[config.mk]
export PLATFORM = sky130hd
export DESIGN_NAME = jtag_multichain_tap
export DESIGN_NICKNAME = d
export VERILOG_FILES = /design/src/rtl/jtag_pkg.sv /design/src/rtl/jtag_tap_fsm.sv /design/src/rtl/jtag_multichain_tap.sv
export SDC_FILE = /design/constraint.sdc
export NUM_CORES = 1
export LEC_CHECK = 0
export BUFFER_PORTS_ARGS = -buffer_cell sky130_fd_sc_hd__clkbuf_2
export CORE_MARGIN = 5
export CORE_UTILIZATION = 38
export DETAILED_ROUTE_END_ITERATION = 6
export GPL_TIMING_DRIVEN = 0
export PLACE_DENSITY = 0.72
export SETUP_SLACK_MARGIN = 0.15
export SLEW_MARGIN = 5
export SYNTH_ARGS = -nofsm -noshare
export SYNTH_HDL_FRONTEND = slang
export SYNTH_SLANG_ARGS = --single-unit
[constraint.sdc]
create_clock -name tck -period 1.3 [get_ports tck]
set_input_delay 0.195 -clock tck [delete_from_list [all_inputs] [get_ports tck]]
set_output_delay 0.195 -clock tck [all_outputs]
set_load 0.02 [all_outputs]
[src/rtl/jtag_pkg.sv]
// Shared TAP definitions: state encoding, IR capture pattern and opcode helper.
package jtag_pkg;

    typedef enum logic [3:0] {
        ST_TLR      = 4'h0,
        ST_RTI      = 4'h1,
        ST_SEL_DR   = 4'h2,
        ST_CAP_DR   = 4'h3,
        ST_SHIFT_DR = 4'h4,
        ST_EXIT1_DR = 4'h5,
        ST_PAUSE_DR = 4'h6,
        ST_EXIT2_DR = 4'h7,
        ST_UPD_DR   = 4'h8,
        ST_SEL_IR   = 4'h9,
        ST_CAP_IR   = 4'hA,
        ST_SHIFT_IR = 4'hB,
        ST_EXIT1_IR = 4'hC,
        ST_PAUSE_IR = 4'hD,
        ST_EXIT2_IR = 4'hE,
        ST_UPD_IR   = 4'hF
    } tap_state_e;

    localparam logic [1:0] IR_CAPTURE = 2'b01;

    typedef struct packed {
        logic [15:0] bypass;
        logic [15:0] idcode;
    } tap_ops_t;

    // BYPASS is all-ones, IDCODE is all-ones minus one, for any IR width.
    function automatic tap_ops_t tap_ops(input int unsigned ir_w);
        tap_ops_t o;
        o.bypass = 16'((32'd1 << ir_w) - 32'd1);
        o.idcode = 16'((32'd1 << ir_w) - 32'd2);
        return o;
    endfunction

endpackage

[src/rtl/jtag_tap_fsm.sv]
// IEEE 1149.1 16-state TAP controller; state advances on posedge tck.
module jtag_tap_fsm
    import jtag_pkg::*;
(
    input  logic       tck,
    input  logic       trst,
    input  logic       tms,
    output tap_state_e state
);

    tap_state_e r_state;

    always_ff @(posedge tck or posedge trst) begin
        if (trst) begin
            r_state <= ST_TLR;
        end else begin
            case (r_state)
                ST_TLR:      r_state <= tms ? ST_TLR      : ST_RTI;
                ST_RTI:      r_state <= tms ? ST_SEL_DR   : ST_RTI;
                ST_SEL_DR:   r_state <= tms ? ST_SEL_IR   : ST_CAP_DR;
                ST_CAP_DR:   r_state <= tms ? ST_EXIT1_DR : ST_SHIFT_DR;
                ST_SHIFT_DR: r_state <= tms ? ST_EXIT1_DR : ST_SHIFT_DR;
                ST_EXIT1_DR: r_state <= tms ? ST_UPD_DR   : ST_PAUSE_DR;
                ST_PAUSE_DR: r_state <= tms ? ST_EXIT2_DR : ST_PAUSE_DR;
                ST_EXIT2_DR: r_state <= tms ? ST_UPD_DR   : ST_SHIFT_DR;
                ST_UPD_DR:   r_state <= tms ? ST_SEL_DR   : ST_RTI;
                ST_SEL_IR:   r_state <= tms ? ST_TLR      : ST_CAP_IR;
                ST_CAP_IR:   r_state <= tms ? ST_EXIT1_IR : ST_SHIFT_IR;
                ST_SHIFT_IR: r_state <= tms ? ST_EXIT1_IR : ST_SHIFT_IR;
                ST_EXIT1_IR: r_state <= tms ? ST_UPD_IR   : ST_PAUSE_IR;
                ST_PAUSE_IR: r_state <= tms ? ST_EXIT2_IR : ST_PAUSE_IR;
                ST_EXIT2_IR: r_state <= tms ? ST_UPD_IR   : ST_SHIFT_IR;
                ST_UPD_IR:   r_state <= tms ? ST_SEL_DR   : ST_RTI;
                default:     r_state <= ST_TLR;
            endcase
        end
    end

    assign state = r_state;

endmodule

[src/rtl/jtag_multichain_tap.sv]
// Multi-chain JTAG TAP: IR, BYPASS, optional IDCODE and N_CHAINS scan chain selects.
// Define TAP_IDCODE_EN to build the IDCODE register and make IDCODE the reset instruction.
module jtag_multichain_tap
    import jtag_pkg::*;
#(
    parameter int          N_CHAINS   = 4,
    parameter int          IR_W       = 4,
    parameter logic [31:0] IDCODE_VAL = 32'h0000_0001
) (
    input  logic                tck,
    input  logic                trst,
    input  logic                tms,
    input  logic                tdi,
    output logic                tdo_pad_o,
    output logic                tdo_paden_o,
    input  logic [N_CHAINS-1:0] sout,
    output logic                sin,
    output logic [N_CHAINS-1:0] shift,
    output logic                test
);

    localparam tap_ops_t        OPS       = tap_ops(IR_W);
    localparam logic [IR_W-1:0] OP_BYPASS = OPS.bypass[IR_W-1:0];
`ifdef TAP_IDCODE_EN
    localparam logic [IR_W-1:0] OP_IDCODE = OPS.idcode[IR_W-1:0];
    localparam logic [IR_W-1:0] RESET_IR  = OP_IDCODE;
`else
    localparam logic [IR_W-1:0] RESET_IR  = OP_BYPASS;
`endif

    tap_state_e          w_state;
    logic                w_shift_dr;
    logic                w_shift_ir;
    logic [N_CHAINS-1:0] w_chain_sel;
    logic                w_scan;
    logic                w_sel_idcode;
    logic                w_idcode_bit;
    logic                w_tdo_next;
    logic [IR_W-1:0]     r_ir_sr;
    logic [IR_W-1:0]     r_ir_active;
    logic                r_bypass;

    jtag_tap_fsm u_fsm (
        .tck   (tck),
        .trst  (trst),
        .tms   (tms),
        .state (w_state)
    );

    assign w_shift_dr = (w_state == ST_SHIFT_DR);
    assign w_shift_ir = (w_state == ST_SHIFT_IR);
    assign test       = (w_state != ST_TLR) && (w_state != ST_RTI);
    assign sin        = tdi;

    for (genvar k = 0; k < N_CHAINS; k++) begin : g_sel
        assign w_chain_sel[k] = (r_ir_active == IR_W'(k));
    end

    // Decoded from the registered state, so trst drops every enable at once.
    assign shift  = w_shift_dr ? w_chain_sel : '0;
    assign w_scan = |w_chain_sel;

    always_ff @(posedge tck or posedge trst) begin
        if (trst) begin
            r_ir_sr <= '0;
        end else if (w_state == ST_TLR) begin
            r_ir_sr <= '0;
        end else if (w_state == ST_CAP_IR) begin
            r_ir_sr <= IR_W'(IR_CAPTURE);
        end else if (w_shift_ir) begin
            r_ir_sr <= {tdi, r_ir_sr[IR_W-1:1]};
        end
    end

    always_ff @(negedge tck or posedge trst) begin
        if (trst) begin
            r_ir_active <= RESET_IR;
        end else if (w_state == ST_TLR) begin
            r_ir_active <= RESET_IR;
        end else if (w_state == ST_UPD_IR) begin
            r_ir_active <= r_ir_sr;
        end
    end

    always_ff @(posedge tck or posedge trst) begin
        if (trst) begin
            r_bypass <= 1'b0;
        end else if (w_state == ST_TLR || w_state == ST_CAP_DR) begin
            r_bypass <= 1'b0;
        end else if (w_shift_dr) begin
            r_bypass <= tdi;
        end
    end

`ifdef TAP_IDCODE_EN
    logic [31:0] r_idcode;

    assign w_sel_idcode = (r_ir_active == OP_IDCODE);
    assign w_idcode_bit = r_idcode[0];

    always_ff @(posedge tck or posedge trst) begin
        if (trst) begin
            r_idcode <= IDCODE_VAL;
        end else if (w_state == ST_TLR || w_state == ST_CAP_DR) begin
            r_idcode <= IDCODE_VAL;
        end else if (w_shift_dr && w_sel_idcode) begin
            r_idcode <= {tdi, r_idcode[31:1]};
        end
    end
`else
    assign w_sel_idcode = 1'b0;
    assign w_idcode_bit = 1'b0;
`endif

    always_comb begin
        w_tdo_next = 1'b0;
        if (w_shift_ir) begin
            w_tdo_next = r_ir_sr[0];
        end else if (w_shift_dr) begin
            if (w_scan)            w_tdo_next = |(w_chain_sel & sout);
            else if (w_sel_idcode) w_tdo_next = w_idcode_bit;
            else                   w_tdo_next = r_bypass;
        end
    end

    always_ff @(negedge tck or posedge trst) begin
        if (trst) begin
            tdo_pad_o   <= 1'b0;
            tdo_paden_o <= 1'b1;
        end else begin
            tdo_pad_o   <= w_tdo_next;
            tdo_paden_o <= !(w_shift_ir || w_shift_dr);
        end
    end

endmodule
Yosys cells after proc, flatten, opt, wreduce, memory -nomap -nowiden
Cells that the tools add are included.
{ "op_classes": {"bitwise_logic": 1, "reduce_logical": 15, "n_eq_ne": 19, "muxes": 24} }
{ "op_table": {"columns": ["cell", "count"], "rows": [
  ["$pmux W4 S12", 1],
  ["$mux W4", 10],
  ["$eq A4 B4 Y1 const B", 8],
  ["$eq A4 B2 Y1 const B", 4],
  ["$eq A4 B3 Y1 const B", 4],
  ["$eq A4 B1 Y1 const B", 2],
  ["$logic_not A4 Y1", 2],
  ["$mux W1", 8],
  ["$reduce_or A4 Y1", 2],
  ["$mux W2", 3],
  ["$mux W3", 2],
  ["$and A4 B4 Y4", 1],
  ["$ne A4 B1 Y1 const B", 1],
  ["$reduce_bool A2 Y1", 2],
  ["$reduce_bool A4 Y1", 1],
  ["$reduce_or A2 Y1", 2],
  ["$reduce_bool A3 Y1", 1],
  ["$reduce_or A3 Y1", 1],
  ["$logic_or A1 B1 Y1", 2],
  ["$logic_and A1 B1 Y1", 1],
  ["$logic_not A1 Y1", 1]
]} }
{ "totals": {"ff_bits": 15, "output_inout_bits": 8, "wordCells": 65, "input_bits": 8} }

Logic depth before layout (Yosys ltp)
{ "logic_depth": {"depth_word": 6, "mapped_depth": 5, "ltp_nobuf": 3} }

Cells and area by module
Synthesis repeated with hierarchy kept, for this count alone.
{ "unflattened": {"hier_cells": 106, "area_unflattened_um2": 1009.7} }
{ "by_module_without_submodules": {"columns": ["mod", "n_inst", "cells_per_inst", "area_each_um2", "seq_area_each_um2"], "rows": [
  ["jtag_multichain_tap", 1, 68, 696.9, 281.5],
  ["jtag_tap_fsm", 1, 38, 312.8, 100.1]
]} }

==> out/metrics.cfg <==
[critical_path]
worstSetupStartpointType = flip-flop
regToRegStartpoint = u_fsm.state[3]
crit_path_cell_trace = buf_6, nor3b_4, clkbuf_8
critPathArrivalTime_ns = 1.96
critPathSlowestCell = sky130_fd_sc_hd__dfstp_2
endpoint_kind = primary output
startpoint = r_ir_active[1]
cp_data_required_time_ns = 1.11
reg2reg_to = tdo_pad_o
critical_path.max_stage_delay_ns = 0.53
r2r_slack_ns = -0.59
worst-setup-path-type = flip-flop to primary output
critical_path_peak_fanout = 4
worstRegToRegCells = 5

[final_layout]
regArea_um2 = 384
final_nets = 163
n_fill_cell = 177
utilization_pct = 69.1
most_common_cell_after_layout_fill_and_taps_aside = sky130_fd_sc_hd__buf_6
area_of_combinational_cells_with_multiple_inputs_um2 = 698
commonest_cells_after_routing_fill_and_taps_aside = sky130_fd_sc_hd__buf_6 (21), sky130_fd_sc_hd__buf_4 (15), sky130_fd_sc_hd__inv_1 (8), sky130_fd_sc_hd__clkbuf_2 (8)
antenna-diode-count = 0
drive_above_1_share_pct = 64.3
area_growth_syn_to_layout_pct = 76.2

[die]
die_height_um = 60.3
num_rows = 18
die-width_um = 60.3
top_level_ports = 16
design.die.area_um2 = 3640
initial_utilization_pct = 39.2
fp.coreArea_um2 = 2450

[yosys]
syn_nets = 110
yosys_warnings = 0
fraction_of_the_mapped_netlist_area_in_compound_gates_pct = 24.4
synth_async_sr_flop_share_pct = 100
yosys.area_share.simple_pct = 23.8
synth_cell_type_count = 37
syn_area_per_cell_um2 = 9.43
post_synth_inst_count = 102
dominantRegCellSynth = sky130_fd_sc_hd__dfrtp_1
synth_seq_cells = 15
mux_cell_area_share_after_synthesis_pct = 2.21
post_synth_main_area_contributors = sky130_fd_sc_hd__dfrtp_1 (23%), sky130_fd_sc_hd__dfstp_2 (14%), sky130_fd_sc_hd__a22o_1 (6.4%), sky130_fd_sc_hd__o21ai_0 (4.2%), sky130_fd_sc_hd__nor2_1 (3.9%)
yosysTopAreaCellShare_pct = 23.4
main_combinational_cell_family_by_area_after_synthesis = compound AO/OA/AOI/OAI gates
synthesis.area_um2 = 962
synth-edff-count = 0
synth.yosys.seq_area_share_pct = 39.7
synth.largest_area_cell = sky130_fd_sc_hd__dfrtp_1
yosys.area_share.adder_pct = 0
synthXorXnorAreaFrac_pct = 0.910

[outcome]
status = finished, violations left
violations = negative setup slack

[drt]
post-route-drc-count = 0
routed-wl-met3_um = 162
viasPerCell = 5.64
wirelength_um = 3000
met2_wirelength_um = 1590
postRouteAntennaNets = 0
drt_iter0_drc = 14
post_drt_wl_per_cell_um = 16.3
dr.max_layer_used = met4
dr_total_vias = 1037
detail_route.wirelength.met1_um = 1140
first_pass_drt_iterations = 4

[clock_network]
ctsRootBufferMaster = sky130_fd_sc_hd__clkbuf_4
clk_latency_ns = 0.34
clk_pin_slew_worst_paths_ns = 0.10
clk_path_buf_depth = 2
cts_buffers = 3
ctsHtreeMaxLevel = 1
cts_sinks = 15
cts_tree = yes

[power_and_ir_drop]
p_sw_share_pct = 41.8
share_seq_of_total_power_pct = 22.7
total_power_divided_by_cell_area_nw_per_um2 = 2270
static-leakage-power_nw = 0.773
pwr-share-clk_pct = 8.4
power_total_mw = 3.85
total_switching_power_mw = 1.61
power.internal_mw = 2.24
peakVddDrop_v = 0.00153
power.share.combinational_pct = 68.9

[grt]
grt_first_pass_wirelength_um = 4690
grt_util_all_layers_pct = 17.4
grt_start_max_net_pins = 11
grt_pass1_vias = 1062
grt_antenna_before_repair = 0
global_route.overflow_total = 0

[placed_design]
detailed_place_hpwl_um = 1730
port_buffers = 15
gpl.final_weighted_congestion = 0.825

[hold_path]
hold_path_end = r_bypass
hold-path-cell-count = 2
hold_path_startpoint = tdi
min_path_type = input pin to flip-flop

[timing]
worst-slew-pin-transition_ns = 0.463
timing_max_transition_violations_final = 0
postLayoutSetupSlackWorst_ns = -0.852
worst_case_headroom_to_the_max_slew_limit_pct = 69.1
timing.hold.ws_ns = 0.168
setup_repair_after_global_routing_missed_its_margin = true
total_negative_setup_slack_ns = -8.99
report.final.hold_viol_count = 0
clock-skew-final_ns = 0.0692
setup_viol_count_final = 20

[job]
cap_violations = 0

==> layer usage <==
layer	global-route usage (%)	up-vias
met4	7.91	0
li1	-	483
met1	19.0	508
met2	31.8	36
met3	3.46	10
met5	0	-
==> cells in the mapped netlist (2+ instances only) <==
library cell	instances
sky130_fd_sc_hd__nand3b_1	2
sky130_fd_sc_hd__nor2_1	10
sky130_fd_sc_hd__and4_1	2
sky130_fd_sc_hd__and3b_1	3
sky130_fd_sc_hd__buf_6	2
sky130_fd_sc_hd__nor3_1	2
sky130_fd_sc_hd__a22oi_1	4
sky130_fd_sc_hd__o21ai_0	8
sky130_fd_sc_hd__a21oi_1	3
sky130_fd_sc_hd__dfstp_2	5
sky130_fd_sc_hd__o221ai_1	2
sky130_fd_sc_hd__nor3b_1	3
sky130_fd_sc_hd__nor2b_1	3
sky130_fd_sc_hd__inv_1	5
sky130_fd_sc_hd__a211oi_1	2
sky130_fd_sc_hd__or3_1	2
sky130_fd_sc_hd__buf_2	6
sky130_fd_sc_hd__nand3_1	4
sky130_fd_sc_hd__buf_4	2
sky130_fd_sc_hd__a22o_1	7
sky130_fd_sc_hd__dfrtp_1	9
==> cell families after synthesis <==
kind of cell,count (synthesis)
AND/OR/NAND/NOR,36
multiplexers,2
XOR/XNOR,1
AO/OA/AOI/OAI,33
flip-flops,15
buffers and inverters,15
==> worst max-delay path by stage <==
| stage | to | cells after the start | slack [ns] |
|---|---|---|---|
| 2_1_floorplan | shift[1] | 3 | -0.49 |
| 3_3_place_gp | tdo_pad_o | 3 | -0.61 |
| 3_5_place_dp | tdo_pad_o | 3 | -0.70 |
| 4_1_cts | shift[3] | 3 | -0.87 |
| 5_1_grt | shift[1] | 4 | -0.89 |
| 6_report | shift[2] | 3 | -0.85 |
==> registers in the layout (all words and copies together), names as in the netlist <==
| signal | cells |
|---|---|
| r_ir_active | 4 |
| u_fsm.state | 4 |
| tdo_paden_o | 1 |
| r_bypass | 1 |
| r_ir_sr | 4 |
| tdo_pad_o | 1 |
==> through the flow <==
stage / instances / setup WS [ns] / area, um^2
2_1_floorplan: 102 / -0.487 / 1040
3_3_place_gp: 147 / -0.612 / 1150
3_5_place_dp: 147 / -0.699 / 1150
4_1_cts: 175 / -0.871 / 1530
5_1_grt: 184 / -0.890 / 1700
6_report: 184 / -0.852 / 1700
==> timing repair <==
item / in CTS / in global routing
gates resized for setup: 46 / 25
pin swaps: 12 / 11
endpoints found under the setup margin: 22 / 22
hold buffers: 1 / 0
setup buffers: 19 / 9
endpoints found under the hold margin: 9 / 0
==> power by group through the flow <==
stage	registers, mW	logic (mW)	clock network, mW
after global placement	0.881	1.35	0.0287
final	0.872	2.65	0.325
after CTS	0.859	2.17	0.325
after detailed placement	0.897	1.40	0.0287
after global routing	0.890	2.83	0.357
after floorplan	0.866	1.11	0.0287
==> worst max-delay path, delay by kind of cell, from the launching register on <==
| family | cells | cell delay (ns) |
|---|---|---|
| buf+inv | 2 | 0.27 |
| flops | 1 | 0.53 |
| simple gates | 1 | 0.17 |
==> layout make-up <==
class                   count  area share [%]
plain buffers              10            5.39
clock buffers               3            1.33
clock inverters             6            1.33
inverters                   4            1.03
multi-input cells          72            41.2
flip-flops and latches     15            22.7
well taps                  30            2.21
repair buffers             44            24.9
(Power assumes the default switching activity.)
